File: config.mk
export PLATFORM = sky130hd
export DESIGN_NAME = usb_tx_ll_gen
export DESIGN_NICKNAME = d
export VERILOG_FILES = /design/src/rtl/usb_tx_ll_gen.sv
export SDC_FILE = /design/constraint.sdc
export NUM_CORES = 1
export LEC_CHECK = 0
export ABC_CLOCK_PERIOD_IN_PS = 6000
export CAP_MARGIN = 20
export CORE_ASPECT_RATIO = 1.4
export CORE_MARGIN = 2
export CORE_UTILIZATION = 39
export DETAILED_ROUTE_END_ITERATION = 8
export PLACE_DENSITY = 0.67
export SETUP_SLACK_MARGIN = 0.5
export SYNTH_ARGS = -nofsm -noshare
export SYNTH_HDL_FRONTEND = slang
export SYNTH_SLANG_ARGS = --single-unit
export TNS_END_PERCENT = 1
File: constraint.sdc
create_clock -name clk -period 6 [get_ports clk]
set_clock_uncertainty 0.05 [all_clocks]
set_input_delay 0.6 -clock clk [delete_from_list [all_inputs] [get_ports clk]]
set_output_delay 0.6 -clock clk [all_outputs]
set_load 0.02 [all_outputs]
File: src/rtl/usb_tx_ll_gen.sv
// USB low-level transmitter: NRZI line encoding with bit stuffing, lead-in J and
// configurable EOP, driven one data bit per bit period by the packet layer.
module usb_tx_ll_gen #(
  parameter int CLK_DIV      = 4,
  parameter int STUFF_LEN    = 6,
  parameter int LEAD_BITS    = 1,
  parameter int EOP_SE0_BITS = 2,
  parameter int EOP_J_BITS   = 1
) (
  input  logic clk,
  input  logic rst,
  input  logic ls_mode,
  input  logic ll_start,
  input  logic ll_bit,
  input  logic ll_last,
  output logic ll_ack,
  output logic busy,
  output logic phy_tx_dp,
  output logic phy_tx_dn,
  output logic phy_tx_en
);

  localparam int CW   = (CLK_DIV > 1) ? $clog2(CLK_DIV) : 1;
  localparam int RW   = $clog2(STUFF_LEN + 1);
  localparam int PMAX = (LEAD_BITS > EOP_SE0_BITS)
                        ? ((LEAD_BITS > EOP_J_BITS) ? LEAD_BITS : EOP_J_BITS)
                        : ((EOP_SE0_BITS > EOP_J_BITS) ? EOP_SE0_BITS : EOP_J_BITS);
  localparam int PW   = $clog2(PMAX + 1);

  localparam logic [CW-1:0] CNT_LAST  = CW'(CLK_DIV - 1);
  localparam logic [RW-1:0] RUN_MAX   = RW'(STUFF_LEN);
  localparam logic [PW-1:0] LEAD_LAST = PW'(LEAD_BITS - 1);
  localparam logic [PW-1:0] SE0_LAST  = PW'(EOP_SE0_BITS - 1);
  localparam logic [PW-1:0] EJ_LAST   = PW'(EOP_J_BITS - 1);

  typedef enum logic [2:0] {IDLE, LEAD, DATA, STUFF, EOP_SE0, EOP_J} state_t;

  state_t        state, state_nxt;
  logic [CW-1:0] cnt, cnt_nxt;
  logic [PW-1:0] pcnt, pcnt_nxt;
  logic [RW-1:0] run, run_nxt;
  logic          level, level_nxt;
  logic          ls, ls_nxt;
  logic          cur_last, last_nxt;
  logic          ack_nxt, take, br_now;
  logic          en_nxt, dp_nxt, dn_nxt;

  assign br_now = (cnt == CNT_LAST);

  // level is the logical line state: 1 = J, 0 = K, independent of FS/LS polarity
  always_comb begin
    state_nxt = state;
    cnt_nxt   = br_now ? '0 : cnt + CW'(1);
    pcnt_nxt  = pcnt;
    run_nxt   = run;
    level_nxt = level;
    ls_nxt    = ls;
    last_nxt  = cur_last;
    ack_nxt   = 1'b0;
    take      = 1'b0;
    case (state)
      IDLE: begin
        cnt_nxt = '0;
        if (ll_start) begin
          state_nxt = LEAD;
          ls_nxt    = ls_mode;
          level_nxt = 1'b1;
          run_nxt   = '0;
          pcnt_nxt  = '0;
        end
      end
      LEAD: begin
        if (br_now) begin
          if (pcnt == LEAD_LAST) take = 1'b1;
          else pcnt_nxt = pcnt + PW'(1);
        end
      end
      DATA: begin
        if (br_now) begin
          if (run == RUN_MAX) begin
            state_nxt = STUFF;
            level_nxt = ~level;
            run_nxt   = '0;
          end else if (cur_last) begin
            state_nxt = EOP_SE0;
            pcnt_nxt  = '0;
          end else begin
            take = 1'b1;
          end
        end
      end
      STUFF: begin
        if (br_now) begin
          if (cur_last) begin
            state_nxt = EOP_SE0;
            pcnt_nxt  = '0;
          end else begin
            take = 1'b1;
          end
        end
      end
      EOP_SE0: begin
        if (br_now) begin
          if (pcnt == SE0_LAST) begin
            state_nxt = EOP_J;
            pcnt_nxt  = '0;
            level_nxt = 1'b1;
          end else begin
            pcnt_nxt = pcnt + PW'(1);
          end
        end
      end
      EOP_J: begin
        if (br_now) begin
          if (pcnt == EJ_LAST) begin
            state_nxt = IDLE;
            level_nxt = 1'b1;
          end else begin
            pcnt_nxt = pcnt + PW'(1);
          end
        end
      end
      default: state_nxt = IDLE;
    endcase

    // Sampling a data bit: NRZI (0 toggles, 1 holds) and the 1s run for stuffing
    if (take) begin
      state_nxt = DATA;
      level_nxt = ll_bit ? level : ~level;
      run_nxt   = ll_bit ? run + RW'(1) : '0;
      last_nxt  = ll_last;
      ack_nxt   = 1'b1;
    end
  end

  always_comb begin
    en_nxt = (state_nxt != IDLE);
    if (state_nxt == EOP_SE0) begin
      dp_nxt = 1'b0;
      dn_nxt = 1'b0;
    end else begin
      dp_nxt = level_nxt ^ ls_nxt;
      dn_nxt = ~(level_nxt ^ ls_nxt);
    end
  end

  always_ff @(posedge clk or posedge rst) begin
    if (rst) begin
      state     <= IDLE;
      cnt       <= '0;
      pcnt      <= '0;
      run       <= '0;
      level     <= 1'b1;
      ls        <= 1'b0;
      cur_last  <= 1'b0;
      ll_ack    <= 1'b0;
      busy      <= 1'b0;
      phy_tx_en <= 1'b0;
      phy_tx_dp <= 1'b1;
      phy_tx_dn <= 1'b0;
    end else begin
      state     <= state_nxt;
      cnt       <= cnt_nxt;
      pcnt      <= pcnt_nxt;
      run       <= run_nxt;
      level     <= level_nxt;
      ls        <= ls_nxt;
      cur_last  <= last_nxt;
      ll_ack    <= ack_nxt;
      busy      <= en_nxt;
      phy_tx_en <= en_nxt;
      phy_tx_dp <= dp_nxt;
      phy_tx_dn <= dn_nxt;
    end
  end

endmodule

==> run_results.csv, run 1 <==
group,metric,value,unit
outcome,outcome,"finished, final reports clean",
finish,insertedDiodeCount,0,
clock_network,h-tree-depth,1,
detailed_routing,drt_iter0_drc,27,
synthesis,ys_seq_area_share,39.5,%
setup_path,endpoint_kind,"flip-flop",
synthesis,synthXorXnorAreaFrac,0.809,%
pwr,seq_power_share,37.4,%
detailed_routing,routed_via_density,5.76,
global_routing,antenna_found_initial,0,
synthesis,synth_nets,134,
timing,max_slew_margin,56.0,%
placed_design,dp.cells,160,
synthesis,synthDominantCellAreaShare,34.7,%
setup_path,crit_path_max_fanout,18,
timing,grt_setup_unrepaired,"false",
floorplan,die_w,48.5,µm
global_routing,grt-ovfl-total,0,
flow_run,maxCapViolations,0,
global_routing,grt_first_pass_wirelength,4130,µm
clock_network,ctsLongestPathBuffers,2,
global_routing,grt_max_degree,20,
synthesis,ys.flop_type,"dfrtp_1",
timing,tightestPinTransition,0.660,ns
finish,drive_above_1_share,7.81,%
floorplan,die-area,3220,µm²
hold_path,hp-class,"reg -> reg",
placed_design,port_buffers,10,
clock_network,clk_latency,0.30,ns
finish,final_nets,142,
global_routing,grt_util_all_layers,16.5,%
synthesis,async_flop_share,100,%
synthesis,yosysTopAreaCell,"dfrtp_1",
synthesis,synth_compound_area_share,23.4,%
pwr,vdd_ir_drop_max,0.237,mV
setup_path,path_class,"reg -> reg",
synthesis,yosysMostFrequentCell,"dfrtp_1",
pwr,power.density,509,nW/µm²
detailed_routing,wire_per_inst,14.2,µm
clock_network,root_buffer,"clkbuf_4",
clock_network,cts_tree,"built",
synthesis,synth_edf_count,0,
timing,fin_tns_setup,0,ns
clock_network,path_clk_slew,0.10,ns
pwr,p_leak,0.528,nW
pwr,power,620,µW
finish,final_cell_count_no_fill,164,
global_routing,first_global_vias,956,
timing,drv_slew,0,
setup_path,startpoint_type,"flip-flop",
finish,syn2layout_area_growth,12.5,%
synthesis,synth_area_leaders,"dfrtp_1, ha_1, dfstp_2",
synthesis,synthAdderAreaFrac,8.09,%
clock_network,cts_setup_buffers,0,
floorplan,ioPinCount,11,
detailed_routing,ant_nets,0,
finish,fillers,271,
setup_path,crit_arrival,2.51,ns
pwr,p_switching,282,µW
synthesis,synth-seq-cells,17,
clock_network,cts_hold_buffers,0,
pwr,combPwrFrac,52.3,%
synthesis,synth_cell_types,39,
synthesis,synth_cells,121,
placed_design,dp_hpwl,1740,µm
synthesis,synth_mux_area_share,3.82,%
floorplan,fp.coreArea,2640,µm²
floorplan,initial_utilization,41.0,%
synthesis,synth_top_family_by_area,"compound AO/OA/AOI/OAI gates",
timing,finalSetupViolations,0,
clock_network,cts_resized,0,
timing,finalHoldViolCount,0,
clock_network,cts_buffers,3,
timing,fin_crit,2.33,ns
synthesis,ys.warnings.count,0,
pwr,switching_share,45.6,%
timing,fin_crit_sh,38.8,%
floorplan,die_h,66.3,µm
detailed_routing,drt_wl_total,2330,µm
clock_network,cts_sinks,17,
timing,whs,0.433,ns
setup_path,rrSetupSlack,3.67,ns
synthesis,synth-simple-area-share,17.2,%
detailed_routing,vias,944,
setup_path,critPathRequiredTime,6.18,ns
placed_design,gp_congestion,0.812,
detailed_routing,drc_errors,0,
synthesis,yosys-top-cells-count,"dfrtp_1, inv_1, a21oi_1, nand2_1, o21ai_0",
detailed_routing,firstDrtPassIters,4,
synthesis,syn_area,1080,µm²
floorplan,rows,22,
synthesis,syn_avg_cell_area,8.94,µm²
pwr,power_frac_clock,10.3,%
timing,max_freq,430,MHz
pwr,internal_power,337,µW
==> through the flow <==
stage,cell area [µm²],worst slack (ns),utilization (%)
global route,1220,3.46,46.1
finish,1220,3.67,46.1
CTS,1220,3.68,46.1
floorplan,1080,3.92,-
detailed placement,1190,3.61,45.1
global placement,1190,3.66,45.1
==> final timing paths <==
| kind | startpoint | endpoint | depth (start not counted) |
|---|---|---|---|
| max | state[1] | phy_tx_dn | 6 |
| min | cnt[0] | cnt[0] | 1 |
| max reg2reg | state[1] | phy_tx_dn | 6 |
| min reg2reg | cnt[0] | cnt[0] | 1 |
| max in group asynchronous | rst | cnt[1] | 2 |
| min in group asynchronous | rst | cnt[0] | 2 |
==> routing by layer <==
metal	routed length, µm	global-route usage (%)	vias up
li1	-	-	444
met1	915	18.6	455
met2	1210	29.5	32
met3	90	2.04	13
met4	107	10.7	0
met5	0	0	-
==> sequential cells by signal, summed over array words and instances, names as in the netlist <==
register   cells
cur_last       1
cnt            2
phy_tx_dp      1
level          1
phy_tx_dn      1
phy_tx_en      1
ll_ack         1
ls             1
pcnt           2
state          3
run            3
==> cell type report <==
type | count | area, µm² | area share [%]
clock buffer | 4 | 26.3 | 2.16
inverter | 11 | 41.3 | 3.39
multi-input combinational | 86 | 577 | 47.4
sequential | 17 | 428 | 35.1
tap | 36 | 45.0 | 3.70
timing repair buffer | 10 | 100 | 8.22
==> cells by family after synthesis <==
group,after synthesis
AO/OA/AOI/OAI,37
AND/OR/NAND/NOR,37
buffers and inverters,18
flip-flops,17
adder cells (fa/ha/maj),7
multiplexers,4
XOR/XNOR,1
==> cells in the final DEF (no fill, tap or decap), drive strengths merged, types with 2 or more instances in the layout <==
master,netlist,layout
mux2i,3,3
dfstp,2,2
clkbuf,3,4
a31oi,3,3
nor4,2,2
o211a,2,2
a21oi,9,9
o21ai,9,9
or3,2,2
inv,11,11
ha,7,7
clkdlybuf4s50,0,10
nand2,9,9
o21bai,2,2
nor2b,4,4
nand2b,2,2
o31ai,3,3
nand3,2,2
nor3,5,5
dfrtp,15,15
nor2,8,8
==> power groups by stage <==
stage               logic (mW)  clock network (mW)  registers (mW)
finish                   0.324              0.0639           0.232
global route             0.362              0.0691           0.240
CTS                      0.325              0.0642           0.230
detailed placement       0.323                   0           0.233
global placement         0.316                   0           0.231
floorplan                0.268                   0           0.206
==> worst max-delay path, stage by stage (launching register included) <==
cell	delay [ns]
dfrtp_1	0.68
inv_2	0.14
nor3_1	0.31
nor2_2	0.14
a311o_1	0.41
or3_1	0.37
a21oi_1	0.15
(Power assumes the default switching activity.)
==> run 2: changes to the inputs <==
Settings changed: ABC_CLOCK_PERIOD_IN_PS 6000 to 2000, PLACE_DENSITY 0.67 to 0.7.
Clock period 6 ns to 2 ns, I/O delays scaled along.
==> run 2 against run 1 <==
Global-route usage up 1.6 points. Flip-flop and latch count is the same. Setup slack got worse by 3.7 ns. Sequential power rose to 2.8 times the previous value. Sequential share of layout area is 6.3 points lower. Combinational power rose to 4.7 times the previous value. Register-to-register slack got worse by 3.7 ns. Power grew to 3.8 times the previous value. Critical path type unchanged. Largest cell class unchanged.
==> run_results.csv, run 2 (synthesized netlist as in run 1, its figures left out) <==
group,metric,value,unit
timing,fin_crit_sh,100,%
detailed_routing,firstDrtPassIters,4,
detailed_routing,drt_wl_total,2720,µm
pwr,p_switching,1.03,mW
detailed_routing,drt_iter0_drc,42,
clock_network,ctsLongestPathBuffers,2,
outcome,outcome,"finished, final reports clean",
detailed_routing,wire_per_inst,15.0,µm
finish,final_cell_count_no_fill,182,
timing,fin_crit,2.00,ns
pwr,internal_power,1.31,mW
detailed_routing,drc_errors,0,
floorplan,fp.coreArea,2640,µm²
global_routing,grt_util_all_layers,18.2,%
clock_network,path_clk_slew,0.09,ns
detailed_routing,ant_nets,0,
floorplan,die_w,48.5,µm
floorplan,rows,22,
finish,syn2layout_area_growth,38.0,%
placed_design,gp_congestion,0.915,
global_routing,grt_max_degree,18,
clock_network,cts_buffers,3,
clock_network,h-tree-depth,1,
pwr,combPwrFrac,64.6,%
setup_path,crit_arrival,2.17,ns
clock_network,cts_tree,"built",
floorplan,die-area,3220,µm²
global_routing,first_global_vias,1036,
timing,finalHoldViolCount,0,
placed_design,dp.cells,173,
placed_design,port_buffers,10,
timing,whs,0.231,ns
detailed_routing,routed_via_density,5.66,
clock_network,clk_latency,0.28,ns
pwr,switching_share,44.1,%
pwr,p_leak,0.654,nW
pwr,seq_power_share,27.8,%
finish,final_nets,160,
clock_network,root_buffer,"clkbuf_4",
timing,grt_setup_unrepaired,"true",
floorplan,initial_utilization,41.0,%
timing,max_freq,500,MHz
hold_path,hp-class,"in -> async",
finish,insertedDiodeCount,0,
setup_path,path_class,"reg -> reg",
timing,fin_tns_setup,0,ns
global_routing,antenna_found_initial,0,
detailed_routing,vias,1030,
setup_path,startpoint_type,"flip-flop",
setup_path,crit_path_max_fanout,5,
floorplan,die_h,66.3,µm
timing,max_slew_margin,58.8,%
finish,final_cell_mix,"buf_4, dfrtp_1, nand2_1",
pwr,vdd_ir_drop_max,1.06,mV
clock_network,cts_sinks,17,
timing,tightestPinTransition,0.617,ns
timing,drv_slew,0,
timing,finalSetupViolations,0,
pwr,power_frac_clock,7.6,%
setup_path,critPathRequiredTime,2.17,ns
placed_design,dp_hpwl,1950,µm
floorplan,ioPinCount,11,
global_routing,grt_first_pass_wirelength,4550,µm
flow_run,maxCapViolations,0,
finish,final_common_cell,"buf_4",
pwr,power.density,1570,nW/µm²
finish,drive_above_1_share,34.2,%
setup_path,endpoint_kind,"flip-flop",
global_routing,grt-ovfl-total,0,
finish,reg_top3,"run (3), state (3)",
run 2: cell types whose count changed in the layout (fill, tap and decap cells not counted), moves of 3 or more:
cell / before / now
dlymetal6s2s_1: 0 / 4
inv_2: 1 / 4
o21ai_0: 8 / 5
ha_1: 7 / 4
clkdlybuf4s50_1: 10 / 6
inv_1: 10 / 7
buf_4: 0 / 17
run 2: metrics by stage:
step	setup slack [ns]	area [µm²]	total power [mW]	utilization (%)
finish	0.000744	1490	2.35	56.5
global route	-0.0835	1490	2.52	56.5
CTS	0.0497	1400	2.18	53.1
detailed placement	0.00791	1320	1.90	49.9
global placement	0.0418	1320	1.86	49.9
floorplan	0.115	1120	1.48	-
run 2: path summary, 6_finish.rpt:
| kind | start | end | slack [ns] | cells after the start |
|---|---|---|---|---|
| max | pcnt[1] | phy_tx_dp | 0.0007 | 8 |
| min | rst | ll_ack | 0.23 | 2 |
| max reg2reg | pcnt[1] | phy_tx_dp | 0.0007 | 8 |
| min reg2reg | cnt[0] | cnt[0] | 0.48 | 1 |
| max in group asynchronous | rst | state[2] | 1.24 | 2 |
| min in group clk | ll_last | cur_last | 0.48 | 2 |
run 2: area by class of cell:
| cell class | count | area [µm²] |
|---|---|---|
| clock buffers | 4 | 26.3 |
| fillers | 224 | 1150 |
| inverters | 11 | 41.3 |
| multi-input cells | 86 | 702 |
| flip-flops and latches | 17 | 430 |
| well taps | 36 | 45.0 |
| repair buffers | 28 | 249 |
run 2: metal layers:
layer	track usage, %	part of all wire [%]	vias up
met3	2.71	4.7	6
met4	9.64	1.5	0
met5	0	0	-
met2	32.8	55	39
met1	20.7	39	507
li1	-	-	478
run 2: power groups by stage:
| stage | Combinational [mW] | Clock [mW] | Sequential, mW |
|---|---|---|---|
| final | 1.52 | 0.179 | 0.652 |
| after global routing | 1.66 | 0.195 | 0.670 |
| after CTS | 1.35 | 0.188 | 0.638 |
| after detailed placement | 1.26 | 0 | 0.638 |
| after global placement | 1.23 | 0 | 0.631 |
| after floorplan | 0.858 | 0 | 0.622 |
run 2: timing repair:
item / CTS / global route
hold buffers: 0 / 0
buffers inserted: 3 / 2
resized for setup: 7 / 23
cloned: 0 / 0
pin swaps: 2 / 3
setup endpoints to repair: 19 / 17
run 2: worst max-delay path: stages (launching register included):
cell and delay [ns]:
dfrtp_1 0.37, inv_2 0.07, ha_4 0.18, and3b_1 0.19, o21ai_4 0.22, nor2_4 0.09, a311o_1 0.30, or3_4 0.35
o211a_1 0.12
==> run 3: changes to the inputs <==
Settings changed: CORE_UTILIZATION 39 to 50, PLACE_DENSITY 0.7 to 0.83.
==> run 3 against run 2 <==
Core utilization rose by 15 points. Critical path depth did not move. Sequential power barely moved. Die area fell by 21%. Hold slack improved by 0.0075 ns. Non-clock buffer count fell by 4. Critical path type unchanged. Register-to-register slack barely moved. Routed wire length rose by 3.3%. Cell count fell by 10%. Largest power group unchanged. Global-route usage rose by 4.3 points. Clock power rose by 3%.
==> run_results.csv, run 3 (synthesized netlist as in run 1, its figures left out) <==
group,metric,value,unit
outcome,outcome,"finished, final reports clean",
floorplan,die_w,43.3,µm
setup_path,timing.rr.end,"phy_tx_dn",
clock_network,h-tree-depth,1,
global_routing,antenna_found_initial,0,
timing,fin_crit,1.99,ns
floorplan,fp.coreArea,2000,µm²
placed_design,dp.cells,157,
finish,drive_above_1_share,30.3,%
global_routing,grt_max_degree,18,
setup_path,path_class,"reg -> reg",
placed_design,gp_congestion,0.903,
pwr,internal_power,1.26,mW
finish,final_nets,156,
placed_design,port_buffers,10,
setup_path,crit_arrival,2.17,ns
detailed_routing,firstDrtPassIters,4,
timing,finalSetupViolations,0,
pwr,switching_share,45.2,%
setup_path,timing.critical_path.cells,"inv_2 > ha_4 > and3b_1 > o21ai_4 > nor2_4 > a311o_1 > or3_1 > a21oi_1",
setup_path,rrSetupSlack,0.008,ns
detailed_routing,drc_errors,0,
global_routing,grt_util_all_layers,22.4,%
pwr,p_switching,1.04,mW
pwr,combPwrFrac,63.7,%
timing,max_slew_margin,57.2,%
timing,whs,0.238,ns
clock_network,root_buffer,"clkbuf_4",
finish,final_common_cell,"dfrtp_1",
placed_design,dp_slack,-0.0458,ns
floorplan,die-area,2560,µm²
setup_path,endpoint_kind,"flip-flop",
setup_path,cpMaxStageDelayCell,"dfrtp_1",
clock_network,cts_tree,"built",
flow_run,maxCapViolations,0,
global_routing,first_global_vias,993,
finish,final_cell_mix,"dfrtp_1, buf_4, inv_1, nand2_1, a21oi_1",
setup_path,critPathRequiredTime,2.18,ns
detailed_routing,vias,1018,
pwr,power_frac_clock,8.0,%
finish,reg_top3,"run (3), state (3)",
setup_path,cpLargestDelayFamily,"simple AND/OR/NAND/NOR gates",
setup_path,slowest_delay,0.38,ns
detailed_routing,drt_iter0_drc,14,
finish,syn2layout_area_growth,32.6,%
placed_design,placed_area,1290,µm²
floorplan,rows,19,
clock_network,cts_sinks,17,
setup_path,startpoint_type,"flip-flop",
setup_path,path_depth,8,
detailed_routing,ant_nets,0,
setup_path,crit_start,"pcnt[1]",
floorplan,ioPinCount,11,
detailed_routing,routed_via_density,6.25,
pwr,power,2.31,mW
setup_path,crit_buf_inv,1,
setup_path,r2r-start,"pcnt[1]",
setup_path,ff2ff_path_depth,8,
global_routing,grt-ovfl-total,0,
finish,fin_area,1440,µm²
timing,finalHoldViolCount,0,
global_routing,grt_first_pass_wirelength,4240,µm
setup_path,endpoint,"phy_tx_dn",
detailed_routing,drt_wl_total,2810,µm
clock_network,clk_latency,0.30,ns
timing,tightestPinTransition,0.641,ns
floorplan,die_h,59.1,µm
hold_path,hp-class,"in -> async",
clock_network,path_clk_slew,0.09,ns
pwr,power.density,1610,nW/µm²
finish,insertedDiodeCount,0,
placed_design,dp_hpwl,1860,µm
timing,fin_crit_sh,99.6,%
timing,max_freq,502,MHz
timing,drv_slew,0,
clock_network,ctsLongestPathBuffers,2,
pwr,p_leak,0.649,nW
detailed_routing,wire_per_inst,17.2,µm
pwr,vdd_ir_drop_max,1.29,mV
clock_network,cts_buffers,3,
finish,final_cell_count_no_fill,163,
setup_path,crit_path_max_fanout,5,
pwr,seq_power_share,28.3,%
timing,worst_slack,0.00820,ns
timing,grt_setup_unrepaired,"true",
floorplan,initial_utilization,54.2,%
## run 3: power groups by stage
stage	combinational [mW]	clock (mW)	sequential, mW
6_report	1.47	0.185	0.652
3_5_place_dp	1.25	0	0.638
4_1_cts	1.32	0.187	0.632
5_1_grt	1.57	0.202	0.664
2_1_floorplan	0.858	0	0.622
3_3_place_gp	1.21	0	0.630
## run 3: routing by layer
layer / track usage [%] / up-vias / routed length (µm)
met5: 0 / - / 0
met4: 18.2 / 0 / 159
met3: 3.35 / 15 / 120
met2: 35.6 / 36 / 1430
met1: 26.4 / 496 / 1110
li1: - / 471 / -
## run 3: cell type report
cell class / instances / area [µm²]
clock buffers: 4 / 26.3
inverters: 11 / 41.3
multi-input cells: 86 / 686
fillers: 138 / 562
flip-flops and latches: 17 / 429
repair buffers: 24 / 226
well taps: 21 / 26.3
## run 3: timing repair
| action | 4_1_cts | 5_1_grt |
|---|---|---|
| buffers inserted | 2 | 0 |
| hold buffers | 0 | 0 |
| setup endpoints to repair | 16 | 19 |
| gates resized for setup | 5 | 23 |
| pin swaps | 1 | 9 |
## run 3: worst min-delay path by stage
stage	endpoint	slack, ns
4_1_cts	cnt[1]	0.26
6_report	cnt[1]	0.24
5_1_grt	ll_ack	0.33
3_3_place_gp	cnt[0]	0.40
2_1_floorplan	cnt[0]	0.07
3_5_place_dp	cnt[0]	0.41
## run 3: stage by stage
stage,util (%),setup TNS [ns]
after global placement,64.7,0
after global routing,71.9,-0.107
after floorplan,-,0
final,71.9,0
after CTS,68.0,0
after detailed placement,64.7,-0.0671
